File: src/rtl/exec_unit.sv
// Execute stage for the swt16 core: sampled operands feed a single-cycle ALU, an
// iterative shift-add multiplier that stalls upstream, and jump/branch resolution.
module exec_unit #(
  parameter int OP_WIDTH        = 4,
  parameter int IALU_WORD_WIDTH = 16,
  parameter int PC_WIDTH        = 12,
  parameter int REG_IDX_WIDTH   = 4
) (
  input  logic                       clock,
  input  logic                       reset,
  input  logic                       in_valid,
  input  logic [OP_WIDTH-1:0]        in_op,
  input  logic [IALU_WORD_WIDTH-1:0] in_src1,
  input  logic [IALU_WORD_WIDTH-1:0] in_src2,
  input  logic [PC_WIDTH-1:0]        in_pc,
  input  logic [PC_WIDTH-1:0]        in_imm,
  input  logic [REG_IDX_WIDTH-1:0]   in_rd,
  output logic [IALU_WORD_WIDTH-1:0] out_res,
  output logic                       out_res_valid,
  output logic [REG_IDX_WIDTH-1:0]   out_rd,
  output logic                       out_stall,
  output logic                       out_flush,
  output logic                       out_set_pc,
  output logic [PC_WIDTH-1:0]        out_new_pc
);

  localparam int W     = IALU_WORD_WIDTH;
  localparam int SH_W  = $clog2(W);
  localparam int CNT_W = $clog2(W + 1);

  localparam logic [OP_WIDTH-1:0] OP_NOP = OP_WIDTH'(0);
  localparam logic [OP_WIDTH-1:0] OP_ADD = OP_WIDTH'(1);
  localparam logic [OP_WIDTH-1:0] OP_SUB = OP_WIDTH'(2);
  localparam logic [OP_WIDTH-1:0] OP_AND = OP_WIDTH'(3);
  localparam logic [OP_WIDTH-1:0] OP_OR  = OP_WIDTH'(4);
  localparam logic [OP_WIDTH-1:0] OP_XOR = OP_WIDTH'(5);
  localparam logic [OP_WIDTH-1:0] OP_SLL = OP_WIDTH'(6);
  localparam logic [OP_WIDTH-1:0] OP_SRL = OP_WIDTH'(7);
  localparam logic [OP_WIDTH-1:0] OP_MUL = OP_WIDTH'(8);
  localparam logic [OP_WIDTH-1:0] OP_JMP = OP_WIDTH'(9);
  localparam logic [OP_WIDTH-1:0] OP_BEQ = OP_WIDTH'(10);
  localparam logic [OP_WIDTH-1:0] OP_BNE = OP_WIDTH'(11);
  localparam logic [OP_WIDTH-1:0] OP_BLT = OP_WIDTH'(12);

  typedef enum logic [1:0] {IDLE, BUSY, DONE} state_t;

  state_t                   state;
  logic [OP_WIDTH-1:0]      s_op;
  logic [W-1:0]             s_src1;
  logic [W-1:0]             s_src2;
  logic [PC_WIDTH-1:0]      s_pc;
  logic [PC_WIDTH-1:0]      s_imm;
  logic [REG_IDX_WIDTH-1:0] s_rd;
  logic [W-1:0]             mcand;
  logic [W-1:0]             mplier;
  logic [W-1:0]             acc;
  logic [CNT_W-1:0]         count;

  logic                stall;
  logic                flush;
  logic                res_valid;
  logic [W-1:0]        res;
  logic [PC_WIDTH-1:0] new_pc;
  logic                taken;

  // Stall depends on FSM state alone, so upstream never sees a combinational path from in_*.
  assign stall = (state == BUSY);

  always_comb begin
    res_valid = 1'b0;
    res       = '0;
    flush     = 1'b0;
    new_pc    = '0;
    taken     = 1'b0;
    case (s_op)
      OP_ADD: begin res_valid = 1'b1; res = s_src1 + s_src2; end
      OP_SUB: begin res_valid = 1'b1; res = s_src1 - s_src2; end
      OP_AND: begin res_valid = 1'b1; res = s_src1 & s_src2; end
      OP_OR:  begin res_valid = 1'b1; res = s_src1 | s_src2; end
      OP_XOR: begin res_valid = 1'b1; res = s_src1 ^ s_src2; end
      OP_SLL: begin res_valid = 1'b1; res = s_src1 << s_src2[SH_W-1:0]; end
      OP_SRL: begin res_valid = 1'b1; res = s_src1 >> s_src2[SH_W-1:0]; end
      OP_MUL: begin
        if (state == DONE) begin
          res_valid = 1'b1;
          res       = acc;
        end
      end
      OP_JMP: begin
        flush  = 1'b1;
        new_pc = PC_WIDTH'(s_src1 + s_src2);
      end
      OP_BEQ, OP_BNE, OP_BLT: begin
        if (s_op == OP_BEQ)      taken = (s_src1 == s_src2);
        else if (s_op == OP_BNE) taken = (s_src1 != s_src2);
        else                     taken = ($signed(s_src1) < $signed(s_src2));
        if (taken) begin
          flush  = 1'b1;
          // imm is PC-wide, so a same-width wrap-around add equals the sign-extended add.
          new_pc = s_pc + s_imm;
        end
      end
      default: ;
    endcase
  end

  always_ff @(posedge clock or posedge reset) begin
    if (reset) begin
      state  <= IDLE;
      s_op   <= OP_NOP;
      s_src1 <= '0;
      s_src2 <= '0;
      s_pc   <= '0;
      s_imm  <= '0;
      s_rd   <= '0;
      mcand  <= '0;
      mplier <= '0;
      acc    <= '0;
      count  <= '0;
    end else begin
      if (!stall) begin
        s_op   <= (flush || !in_valid) ? OP_NOP : in_op;
        s_src1 <= in_src1;
        s_src2 <= in_src2;
        s_pc   <= in_pc;
        s_imm  <= in_imm;
        s_rd   <= in_rd;
      end
      case (state)
        IDLE, DONE: begin
          if (!flush && in_valid && in_op == OP_MUL) begin
            state  <= BUSY;
            mcand  <= in_src1;
            mplier <= in_src2;
            acc    <= '0;
            count  <= CNT_W'(W);
          end else begin
            state <= IDLE;
          end
        end
        BUSY: begin
          if (mplier[0]) acc <= acc + mcand;
          mcand  <= mcand << 1;
          mplier <= mplier >> 1;
          count  <= count - CNT_W'(1);
          if (count == CNT_W'(1)) state <= DONE;
        end
        default: state <= IDLE;
      endcase
    end
  end

  assign out_stall     = stall;
  assign out_res_valid = res_valid;
  assign out_res       = res;
  assign out_rd        = res_valid ? s_rd : '0;
  assign out_flush     = flush;
  assign out_set_pc    = flush;
  assign out_new_pc    = new_pc;

endmodule

File: config.mk
export PLATFORM = sky130hd
export DESIGN_NAME = exec_unit
export DESIGN_NICKNAME = d
export VERILOG_FILES = /design/src/rtl/exec_unit.sv
export SDC_FILE = /design/constraint.sdc
export NUM_CORES = 1
export LEC_CHECK = 0
export CORE_AREA = 2 2 151 153
export DETAILED_ROUTE_END_ITERATION = 7
export DIE_AREA = 0 0 153 155
export GPL_TIMING_DRIVEN = 0
export HOLD_SLACK_MARGIN = 0.1
export PLACE_DENSITY = 0.65
export SLEW_MARGIN = 10
export SYNTH_ARGS = -nofsm -noshare
export SYNTH_HDL_FRONTEND = slang
export SYNTH_SLANG_ARGS = --single-unit
File: constraint.sdc
create_clock -name clock -period 4.76 [get_ports clock]
set_input_delay 0.714 -clock clock [delete_from_list [all_inputs] [get_ports clock]]
set_output_delay 0.714 -clock clock [all_outputs]
set_load 0.01 [all_outputs]
==> results.tsv, run 1 <==
stage	metric	value	unit
run_status	outcome	finished clean	
grt	global routing usage summed across all routing layers	30.56	%
routing	number of vias per cell	6.096	
critical_path	Critical Path Start	s_src1[12]	
synthesis	synthesized cell area	0.009789	mm2
critical_path	kind of end point of the critical path	output pin	
worst_hold_path	worst hold endpoint	s_rd[1]	
die	total number of placement rows	55	
sta	slew of the pin with the lowest slew margin	1260	ps
power	Sequential Power Share	18.1	%
power	power dissipated by switching net loads	5472	uW
grt	number of antenna violations at the first check in global routing	0	
sta	Clock Skews	13.67	ps
worst_hold_path	cell depth of the worst min-delay path	2	
placed_design	port buffer count	102	
finish	synthesis-to-layout area growth	24.59	%
worst_hold_path	Hold Crit Class	register to register	
finish	number of filler cells placed in the layout	2156	
grt	global-route wire length before repair	55430	um
sta	share of the cycle needed by the critical path after routing	98.84	%
placed_design	HPWL Detailed	29350	um
die	effective utilization at floorplan	44.04	%
critical_path	Critical Path Start Type	register	
critical_path	maximum fanout count along the critical path	7	
power	LEAKAGE	0.005370	uW
run	count of max-cap constraint violations	0	
synthesis	Post-Synth Simple-Gate Area	18.07	%
finish	Final Net Count	1469	
synthesis	number of synthesized register bits	119	
critical_path	Reg-to-Reg End	mplier[14]	
synthesis	post-synthesis net count	1334	
finish	commonest cells after routing, fill and taps aside	199 x nand2_1, 109 x dfrtp_1, 93 x clkdlybuf4s50_1	
finish	non-filler instance count after layout	1619	
critical_path	sequence of cells on the critical path	inv_1, ha_1, or4_1, nor4_4, xnor2_2, o31ai_4, buf_6, o2111ai_4, o22ai_1, clkdlybuf4s50_1	
die	Die Y	155	um
critical_path	WS Path Type	register to output pin	
routing	total length of routed wires	36930	um
finish	share of layout cells above drive strength 1	10.79	%
synthesis	Avg Synthesized Cell Area	8.254	um2
critical_path	worst path buffer plus inverter count	3	
critical_path	critical-path cell with the highest stage delay	or4_1	
synthesis	cells taking the most area after synthesis	dfrtp_1 30%, ha_1 9.8%, nand2_1 7.7%	
sta	setup-violating endpoint count in the final report	0	
synthesis	share of synthesized area occupied by flip-flops and latches	30.42	%
synthesis	portion of netlist area occupied by mux cells	7.324	%
synthesis	share of the synthesized area in compound gates (AO/OA/AOI/OAI)	24.51	%
synthesis	Netlist cell types	78	
power	IR Drop Worst-Case VDD	0.3218	mV
critical_path	depth of the worst register-to-register path	13	
cts	CTS root buf	clkbuf_16	
die	count of pins on the block boundary	103	
power	fraction of power spent switching nets	51.53	%
sta	worst slew margin relative to its limit	15.37	%
synthesis	share of flip-flops with an asynchronous set or reset	100.0	%
routing	via count of the routed design	9870	
sta	final count of pins violating max slew	0	
grt	pin count of the biggest net entering global routing	61	
die	die footprint	0.02372	mm2
critical_path	Worst path depth	10	
cts	clock-pin slew on the worst setup and hold paths	60	ps
die	chip width	153	um
synthesis	main combinational cell family by area after synthesis	compound AO/OA/AOI/OAI gates	
critical_path	crit-path leading delay family	simple AND/OR/NAND/NOR gates	
synthesis	cell type contributing the most total cell area after synthesis	dfrtp_1	
synthesis	share of the synthesized area in the top cell type	30.42	%
cts	maximum buffer depth of the clock tree	2	
routing	wire length per cell after detailed routing	22.81	um
routing	DRC	0	
power	clock power share	12.4	%
placed_design	routability cong.	1.009	
worst_hold_path	min-delay src	s_rd[1]	
grt	via count of the first global-routing pass	9309	
cts	CTS sink count	119	
critical_path	setup slack of the most critical reg-to-reg path	920	ps
critical_path	Largest stage delay, worst path	600	ps
sta	Period minus WS final	4705	ps
critical_path	Reg-to-Reg Start	s_src1[12]	
routing	first-iteration detailed-routing DRC count	1016	
routing	router iterations before antenna repair	8	
finish	count of antenna diodes in the layout	0	
cts	TritonCTS buffer count	17	
sta	highest clock rate	212.5	MHz
cts	later-pin clock latency in the skew report	420	ps
grt	final global-route overflow total	0	
power	Gate power share	69.5	%
cts	TritonCTS clock tree	done	
synthesis	Synth Area in Adders	10.66	%
sta	setup tns final	0	ps
critical_path	endpoint arrival time on the critical path	3990	ps
die	Placeable Area	0.02223	mm2
cts	Max H-tree Level	4	
critical_path	Crit path required time	4050	ps
synthesis	number of synthesized flops with an enable pin	0	
synthesis	fraction of synthesized cell area in xor and xnor cells	3.131	%
sta	RSZ-0062 raised after global routing	true	
power	Cell Int Power	5147	uW
synthesis	number of warnings issued by yosys	0	
sta	total count of hold-check failures in the final report	0	
finish	most common library cell in the layout ignoring fill and taps	nand2_1	
synthesis	number of instances in the synthesized netlist	1186	
power	power density cells	870.6	mW/mm2
synthesis	predominant post-synthesis flop cell	dfrtp_1	
routing	number of nets with antenna violations after routing	0	
placed_design	# placed instances	1574	
[synth_stat cells (11+ instances only)]
library cell	count
clkbuf_1	58
o21bai_1	11
a21o_1	16
o21ai_0	84
nand3_1	14
o22ai_1	23
mux2i_1	48
dfrtp_1	119
a221o_1	13
xnor2_1	20
inv_1	53
nand2_1	200
ha_1	77
a221oi_1	12
nor2_1	85
nor3_1	30
o21ai_1	28
nand2b_1	13
a21oi_1	66
a211oi_1	17
xor2_1	15
[area by class of cell]
class | count | area (um2) | share of cell area, %
Inverter | 55 | 227.7 | 1.867
Tap cell | 285 | 356.6 | 2.924
Timing Repair Buffer | 118 | 1182 | 9.694
Multi-Input combinational cell | 936 | 6445 | 52.84
Sequential cell | 119 | 2990 | 24.52
Clock inverter | 14 | 163.9 | 1.344
Clock buffer | 18 | 439.2 | 3.601
Buffer | 74 | 391.6 | 3.211
[through the flow]
| step | area (um2) | hold WS [ps] | setup slack [ps] | power [uW] | utilization [%] |
|---|---|---|---|---|---|
| final | 12200 | 458.8 | 55.19 | 10620 | 54.87 |
| after detailed placement | 11200 | 449.7 | -862.5 | 8624 | 50.39 |
| after floorplan | 9789 | 430.4 | 752.0 | 6191 | - |
| after global routing | 12200 | 489.2 | -61.83 | 11270 | 54.87 |
| after global placement | 11170 | 442.1 | -886.4 | 8592 | 50.24 |
| after CTS | 12010 | 460.3 | -21.97 | 10260 | 54.04 |
[worst min-delay path: stages (launching register included)]
cell	delay [ps]
dfrtp_1	330
nand2_1	50
nand2_1	50
[worst max-delay path by stage]
stage | to
global placement | acc[0]
finish | out_new_pc[7]
detailed placement | out_res[13]
global route | out_new_pc[3]
CTS | out_res[13]
floorplan | out_res[13]
[registers in the layout (all words and copies together), names as in the netlist]
signal	count
acc	16
count	5
mcand	16
mplier	16
s_imm	12
s_op	4
s_pc	12
s_rd	4
s_src1	16
s_src2	16
state	2
[power groups by stage]
stage               sequential (uW)  clock, uW  combinational (uW)
finish                         1920       1320                7380
detailed placement             1930          0                6700
CTS                            1920       1330                7000
global placement               1920          0                6680
global route                   1970       1380                7920
floorplan                      1730          0                4460
[routing by layer]
metal | vias up | part of all wire [%] | track usage, %
li1 | 4554 | - | -
met1 | 4744 | 44 | 42.61
met2 | 491 | 45 | 48.71
met3 | 81 | 8.3 | 5.822
met4 | 0 | 3.2 | 8.774
met5 | - | 0 | 0
[cells by family (layout without fill, tap and decap cells)]
kind of cell	after synthesis	count (layout)
flops	119	119
compound gates	362	363
fa+ha+maj	81	81
xor+xnor	35	35
mux	60	60
buf+inv	132	279
simple gates	397	397
[what timing repair did]
action                                  4_1_cts  5_1_grt
buffers inserted                              7        8
hold buffers                                  0        0
gates cloned                                  1        0
endpoints found under the setup margin       29       19
pin swaps                                     5        7
gates resized for setup                      47       46
No activity file was read; power rests on OpenSTA's default activity.
==> inputs of run 2 (changes only) <==
Settings changed: CORE_AREA 2 2 151 153 to 2 2 132 134, DIE_AREA 0 0 153 155 to 0 0 134 136, PLACE_DENSITY 0.65 to 0.82.
==> results.tsv, run 2 (synthesis results as in run 1) <==
stage	metric	value	unit	change
power	LEAKAGE	0.005222	uW	-2.8%
die	chip width	134	um	-12%
grt	global routing usage summed across all routing layers	39.54	%	+9.0 points
critical_path	endpoint arrival time on the critical path	4060	ps	+70 ps
run_status	failing checks	negative setup slack		
finish	number of filler cells placed in the layout	1313		-39%
critical_path	Reg-to-Reg End	mplier[13]		
sta	Clock Skews	12.62	ps	-1.047 ps
finish	area of all sequential standard cells	0.002992	mm2	about the same
worst_hold_path	Hold Crit Class	register to register		
finish	Final Net Count	1465		-0.27%
cts	CTS sink count	119		unchanged
worst_hold_path	worst hold endpoint	s_rd[3]		
routing	number of nets with antenna violations after routing	0		unchanged
finish	commonest cells after routing, fill and taps aside	199 x nand2_1, 108 x dfrtp_1, 99 x clkdlybuf4s50_1		
finish	count of antenna diodes in the layout	0		unchanged
cts	clock-pin slew on the worst setup and hold paths	60	ps	about the same
cts	Max H-tree Level	4		unchanged
cts	CTS root buf	clkbuf_16		
sta	final count of pins violating max slew	0		unchanged
placed_design	HPWL Detailed	27750	um	-5.5%
critical_path	Crit path required time	4050	ps	about the same
sta	Period minus WS final	4771	ps	+66.53 ps
die	total number of placement rows	48		-13%
critical_path	Reg-to-Reg Start	s_src1[14]		
finish	share of layout cells above drive strength 1	9.782	%	-1.0 points
run	count of max-cap constraint violations	0		unchanged
grt	pin count of the biggest net entering global routing	92		+51%
worst_hold_path	cell depth of the worst min-delay path	2		unchanged
sta	highest clock rate	209.6	MHz	-1.4%
cts	TritonCTS clock tree	done		
critical_path	maximum fanout count along the critical path	10		+3
critical_path	kind of end point of the critical path	output pin		
finish	most common library cell in the layout ignoring fill and taps	nand2_1		
cts	maximum buffer depth of the clock tree	2		unchanged
grt	global-route wire length before repair	54210	um	-2.2%
critical_path	WS Path Type	register to output pin		
run_status	outcome	finished, violations left		
die	Placeable Area	0.01688	mm2	-24%
critical_path	setup slack of the most critical reg-to-reg path	870	ps	-50 ps
finish	synthesis-to-layout area growth	22.74	%	
routing	total length of routed wires	35790	um	-3.1%
placed_design	routability cong.	1.036		+2.7%
sta	setup-violating endpoint count in the final report	1		+1
die	Die Y	136	um	-12%
routing	router iterations before antenna repair	5		-3
sta	slew of the pin with the lowest slew margin	1133	ps	-127.1 ps
power	IR Drop Worst-Case VDD	0.4611	mV	+43%
die	die footprint	0.01822	mm2	-23%
sta	minimum setup slack in the final design	-11.34	ps	-66.53 ps
routing	via count of the routed design	9994		+1.3%
routing	DRC	0		unchanged
worst_hold_path	min-delay src	s_rd[3]		
grt	number of antenna violations at the first check in global routing	0		unchanged
die	effective utilization at floorplan	58.01	%	+14 points
power	power density cells	869.1	mW/mm2	-0.18%
sta	setup tns final	-11.34	ps	-11.34 ps
cts	TritonCTS buffer count	17		unchanged
sta	total count of hold-check failures in the final report	0		unchanged
placed_design	Place WS	-786.7	ps	+75.81 ps
cts	later-pin clock latency in the skew report	430	ps	about the same
finish	multi-input logic area	0.006406	mm2	-0.60%
grt	via count of the first global-routing pass	9430		+1.3%
die	count of pins on the block boundary	103		unchanged
critical_path	Critical Path Start Type	register		
routing	number of vias per cell	6.431		+5.5%
routing	first-iteration detailed-routing DRC count	1121		+10%
placed_design	port buffer count	102		unchanged
sta	share of the cycle needed by the critical path after routing	100.2	%	+1.4 points
sta	worst slew margin relative to its limit	23.80	%	+8.4 points
grt	final global-route overflow total	0		unchanged
critical_path	depth of the worst register-to-register path	14		+1
routing	wire length per cell after detailed routing	23.03	um	+0.97%
run 2: cell types whose count changed in the layout (fill, tap and decap cells not counted), sizes merged:
cell,before,now
buf,38,31
clkbuf,71,73
clkdlybuf4s50,93,99
clkinv,4,6
dlymetal6s2s,8,3
inv,60,57
run 2: report_power, final:
| part | leakage, uW | internal [uW] | switching, uW | total, uW |
|---|---|---|---|---|
| clock network | 0.000284 | 787 | 506 | 1290 |
| logic | 0.00345 | 2850 | 4360 | 7200 |
| registers | 0.00148 | 1450 | 501 | 1950 |
| total | 0.00522 | 5080 | 5360 | 10400 |
run 2: critical path, cell delays in order, from the launching register on:
cell and delay (ps):
dfrtp_2 470, buf_2 270, mux2i_1 280, or2_2 140, a21boi_0 630, a211oi_1 220
a2111oi_0 590, o21ai_0 210, a211o_1 340, clkdlybuf4s50_1 480
run 2: timing repair:
action | in CTS | in global routing
hold buffers | 0 | 0
cloned | 1 | 0
setup buffers | 5 | 5
gates resized for setup | 37 | 32
pin swaps | 4 | 3
setup endpoints to repair | 28 | 20
run 2: cell type report:
cell class                 instances  share of cell area [%]
timing repair buffer             113                   9.414
multi-input combinational        936                   53.32
inverter                          55                   1.833
buffer                            75                   3.322
sequential                       119                   24.90
clock buffer                      18                   3.655
clock inverter                    13                   1.218
tap                              225                   2.343
run 2: worst max path at each step:
stage,endpoint,start
final,out_res[12],s_src2[1]
after global routing,out_res[12],s_src2[1]
after CTS,out_new_pc[10],s_src2[0]
after detailed placement,out_res[13],s_src2[2]
after global placement,out_res[13],s_src2[2]
after floorplan,out_res[13],s_src2[2]
run 2: metrics by stage:
step | hold WS [ps] | std cells | util, % | power [uW] | cell area [um2]
final | 465.1 | 1554 | 71.20 | 10440 | 12020
after global routing | 498.5 | 1554 | 71.20 | 11020 | 12020
after CTS | 468.9 | 1549 | 70.31 | 10010 | 11870
after detailed placement | 460.1 | 1514 | 65.92 | 8477 | 11120
after global placement | 441.4 | 1513 | 65.73 | 8411 | 11090
after floorplan | 430.4 | 1186 | - | 6191 | 9789
run 2: layer usage:
metal	up-vias	GRT usage, %	share of wire, %
li1	4544	-	-
met4	0	15.01	3.8
met1	4773	54.94	42
met2	578	61.11	45
met3	99	7.942	9.4
met5	-	0	0
==> edit 1, RTL diff (config.mk and constraints of run 2) <==
`REG_IDX_WIDTH`: 4 -> 5.
--- a/src/rtl/exec_unit.sv
+++ b/src/rtl/exec_unit.sv
@@ -4,7 +4,7 @@
   parameter int OP_WIDTH        = 4,
   parameter int IALU_WORD_WIDTH = 16,
   parameter int PC_WIDTH        = 12,
-  parameter int REG_IDX_WIDTH   = 4
+  parameter int REG_IDX_WIDTH   = 5
 ) (
   input  logic                       clock,
   input  logic                       reset,
Ports: changed (resized in_rd and out_rd); port bits go from 103 to 105. The function was not compared with the original's and may differ.
==> edit 1 against run 2 <==
  * Routed wire length rose by 6.7%
  * Sequential share of layout area rose by 0.38 points
  * First-iteration DRC count rose by 29%
  * Setup slack better by 0.057 ns
  * Sequential cell count increased by 1
  * Power rose by 3.8%
  * Final area is 1.0% lower
  * Core utilization shrank 0.73 points
  * Clock skew decreased by 0.0014 ns
  * Area after synthesis down 2.0%
==> edit 1: results (changes against run 2) <==
* Maximum vdd drop at 0.453 mV (-1.7%)
* Cell-internal power at 0.00523 W (+3.0%)
* Vias per cell at 6.59 (+2.4%)
* Slowest cell delay on critical path at 0.68 ns (+0.05 ns)
* Global placement routability congestion at 1.05 (+1.2%)
* Outcome: finished clean
* Vias in the first global route at 9585 (+1.6%)
* Final Skew at 0.0112 ns (-0.00140 ns)
* Largest net degree at the start of global routing at 64 (-30%)
* Initial antenna violation count at 1 (+1)
* Compound-Gate Fraction of Synth Area at 0.241 (-0.00437)
* Most area-consuming cells after synthesis: dfrtp_1 31%, ha_1 10%, nand2_1 8.3%, mux2i_1 5.1%, o21ai_0 4.1%
* Data arrival time of the worst path at 4.00 ns (-0.06 ns)
* Adder-Cell Fraction of Synth Area at 0.109 (+0.00218)
* Syn nets at 1328 (-0.45%)
* Synthesized-area fraction occupied by xor and xnor cells at 0.0365 (+0.00521)
* Synth top cells by count: 213 x nand2_1, 120 x dfrtp_1, 85 x nor2_1
* Leak at 5.23 nW (+0.12%)
* WL final at 38200 um (+6.7%)
* Crit-path slowest cell: dfrtp_1
* Mux contribution to synthesized area at 0.0687 (-0.00450)
* Placement Cell Area at 0.0109 mm^2 (-1.6%)
* First-pass GRT wire length at 57400 um (+5.9%)
* HPWL after DPL at 28800 um (+3.7%)
* Synth unique cells at 66 (-15%)
* Initial drt markers at 1447 (+29%)
* Slew margin rel. at 0.312 (+0.0744)
* Sequential share of the synthesized area at 0.313 (+0.00884)
edit 1: worst paths after layout:
kind                             from            end  slack [ns]  cells past startpoint
setup / recovery           s_src1[13]  out_new_pc[4]        0.05                     11
hold / removal                s_rd[2]        s_rd[2]        0.47                      2
setup reg to reg           s_src1[13]      mplier[8]        0.89                     14
hold reg to reg               s_rd[2]        s_rd[2]        0.47                      2
max in group asynchronous       reset      s_src1[8]        3.28                      3
min in group asynchronous       reset       s_pc[11]        0.76                      2
edit 1: layout make-up:
| class | instances | area [um^2] |
|---|---|---|
| Buffer | 73 | 363 |
| Fill cell | 1263 | 4980 |
| Timing Repair Buffer | 118 | 1170 |
| Clock inverter | 13 | 218 |
| Inverter | 61 | 245 |
| Sequential cell | 120 | 3010 |
| Tap cell | 225 | 282 |
| Clock buffer | 18 | 439 |
| Multi-Input combinational cell | 921 | 6170 |
edit 1: layer usage:
| metal | GRT usage | wire length, um | share of wire |
|---|---|---|---|
| met1 | 0.556 | 15100 | 0.40 |
| met2 | 0.652 | 17100 | 0.45 |
| met3 | 0.0846 | 3760 | 0.098 |
| met4 | 0.223 | 2240 | 0.059 |
| met5 | 0 | 0 | 0 |
edit 1: metrics by stage:
| step | setup WS, ns | setup TNS, ns | power, W | cells |
|---|---|---|---|---|
| after global placement | -1.06 | -109.81 | 0.00851 | 1508 |
| after global routing | 0.0141 | 0 | 0.0113 | 1549 |
| after CTS | 0.00521 | 0 | 0.0104 | 1543 |
| after detailed placement | -0.904 | -11.83 | 0.00860 | 1509 |
| final | 0.0456 | 0 | 0.0108 | 1549 |
| after floorplan | 0.574 | 0 | 0.00619 | 1179 |
edit 1: repair_timing:
item                                    in CTS  in global routing
setup buffers                                7                  6
gates resized for setup                     32                 17
cloned                                       0                  0
endpoints found under the setup margin      28                 21
pin swaps                                    4                  4
==> edit 2, RTL diff (settings of run 2) <==
Without the edit above. The 3 states of `state_t` get a one-hot encoding in 3 bits.
--- a/src/rtl/exec_unit.sv
+++ b/src/rtl/exec_unit.sv
@@ -42,7 +42,7 @@
   localparam logic [OP_WIDTH-1:0] OP_BNE = OP_WIDTH'(11);
   localparam logic [OP_WIDTH-1:0] OP_BLT = OP_WIDTH'(12);
 
-  typedef enum logic [1:0] {IDLE, BUSY, DONE} state_t;
+  typedef enum logic [2:0] {IDLE = 3'b001, BUSY = 3'b010, DONE = 3'b100} state_t;
 
   state_t                   state;
   logic [OP_WIDTH-1:0]      s_op;
Check against the original RTL: no difference found for any inputs over 10 cycles, from zero or initial values and one cycle with reset high; not proved beyond that.
==> edit 2 against run 2 <==
  * Sequential cell count grew 1
  * Routed wire length shrank 0.29%
  * Largest cell class unchanged
  * Hold slack gained 0.0031 ns
  * Final area shrank 0.90%
  * Synthesized cell count is essentially flat
  * Fmax grew 2.4%
  * Setup slack gained 0.11 ns
  * Sequential share of layout area grew 0.41 points
  * Area after synthesis grew 0.93%
  * Non-clock buffer count shrank 10
  * Critical path depth grew 2
Power is not compared: it rests on default switching activity, and its combinational part moved more than twofold at a synthesized area within 25%.
==> edit 2: results (changes against run 2) <==
* Outcome: finished clean
* Ys flop type: dfrtp_1
* Layout cell share with drive strength beyond 1 at 0.0955 (-0.00229)
* Leak at 5.16 nW
* Sequential share of the synthesized area at 0.304 (about the same)
* CP max FO at 14 (+4)
* Detailed Routing Iterations Pass 1 at 6 (+1)
* Async set or reset register ratio after synthesis at 1.00 (unchanged)
* Slowest cell delay on critical path at 0.55 ns (-0.08 ns)
* Total number of vias at 10114 (+1.2%)
* Final Skew at 0.0130 ns (+0.000415 ns)
* Max cap viols at 0 (unchanged)
* Crit-path slowest cell: dfrtp_1
* Data arrival time of the worst path at 3.94 ns (-0.12 ns)
* HPWL after DPL at 27600 um (-0.43%)
* DRC at 0 (unchanged)
* Initial antenna violation count at 0 (unchanged)
* First-pass GRT wire length at 54200 um (-0.11%)
* Largest net degree at the start of global routing at 81 (-12%)
* Final nets at 1454 (-0.75%)
* Synth Area per Inst at 8.34 um^2 (+1.0%)
* Worst-skew pair later-pin latency at 0.44 ns
* Maximum vdd drop at 0.284 mV
* Global placement routability congestion at 1.02 (-1.8%)
* Placement Cell Area at 0.0112 mm^2 (+0.82%)
* Synth top cells by count: 191 x nand2_1, 129 x o21ai_0, 119 x dfrtp_1
* # fillers at 1319 (+0.46%)
* Initial drt markers at 1112 (-0.80%)
* Worst Tran Pin Value at 1.32 ns (+0.190 ns)
* CTS Root Buffer Type: clkbuf_16
* Vias in the first global route at 9422 (-0.085%)
* Inserted Clock Buffers at 17 (unchanged)
* Clock transition at path regs at 0.06 ns (about the same)
* Most area-consuming cells after synthesis: dfrtp_1 30%, ha_1 9.8%, nand2_1 7.3%, o21ai_0 6.5%, mux2i_1 4.9%
* Syn nets at 1333 (-0.075%)
* Synth unique cells at 79 (+1.3%)
* Tot GR Track Use at 0.393 (-0.00220)
* WL final at 35700 um (-0.29%)
* Wire per inst at 23.1 um (+0.35%)
* I/O Buffers at 102 (unchanged)
edit 2: where the power goes:
group | internal [W] | switching [W] | total [W]
Clock | 0.000694 | 0.000575 | 0.00127
Combinational | 0.000435 | 0.000581 | 0.00102
Sequential | 0.00114 | 0.000121 | 0.00126
Total | 0.00227 | 0.00128 | 0.00355
edit 2: through the flow:
stage / util / worst slack, ns / setup TNS (ns) / total power (W) / hold WS, ns
finish: 0.706 / 0.103 / 0 / 0.00355 / 0.468
global route: 0.706 / 0.0141 / 0 / 0.00368 / 0.490
CTS: 0.702 / 0.00772 / 0 / 0.00350 / 0.469
detailed placement: 0.665 / -0.637 / -4.95 / 0.00223 / 0.455
global placement: 0.663 / -0.776 / -96.89 / 0.00221 / 0.442
floorplan: - / 0.752 / 0 / 0.00187 / 0.430
edit 2: path summary, 6_finish.rpt:
check | to | depth (start not counted) | slack, ns | from
worst max-delay path | out_set_pc | 11 | 0.10 | s_src1[9]
worst min-delay path | s_rd[1] | 2 | 0.47 | s_rd[1]
worst max register to register | acc[4] | 13 | 0.95 | s_src1[9]
worst min register to register | s_rd[1] | 2 | 0.47 | s_rd[1]
max in group asynchronous | s_src1[3] | 3 | 3.34 | reset
min in group asynchronous | mplier[10] | 2 | 0.66 | reset
edit 2: cells by family (layout without fill, tap and decap cells):
family          count (synthesis)  count (layout)  synth area share
simple gates                  389             389             0.181
xor+xnor                       34              34            0.0301
compound gates                353             353             0.230
flops                         120             120             0.304
fa+ha+maj                      81              81             0.106
mux                            72              72            0.0893
buf+inv                       136             270            0.0596
edit 2: repair_timing:
action,in CTS,in global routing
gates cloned,0,0
resized for setup,24,17
setup buffers,1,3
endpoints found under the setup margin,25,8
pin swaps,2,3
edit 2: metal layers:
metal	share of wire	GRT usage	vias to the layer above
li1	-	-	4508
met4	0.048	0.181	0
met5	0	0	-
met3	0.11	0.0943	119
met1	0.41	0.538	4818
met2	0.44	0.591	669
edit 2: final cells by class:
class	count	area, um^2	share of cell area
multi-input cells	929	6350	0.534
inverters	60	245	0.0206
clock inverters	15	150	0.0126
flip-flops and latches	120	3010	0.253
well taps	225	282	0.0236
repair buffers	107	1080	0.0908
clock buffers	17	425	0.0357
plain buffers	71	355	0.0298
edit 2: worst max-delay path, delay by kind of cell (launching register included):
kind | cells | cell delay (ns)
flip-flops | 1 | 0.55
XOR/XNOR | 1 | 0.19
AO/OA/AOI/OAI | 2 | 0.41
AND/OR/NAND/NOR | 3 | 0.99
adder cells (fa/ha/maj) | 1 | 0.34
buffers and inverters | 4 | 1.05
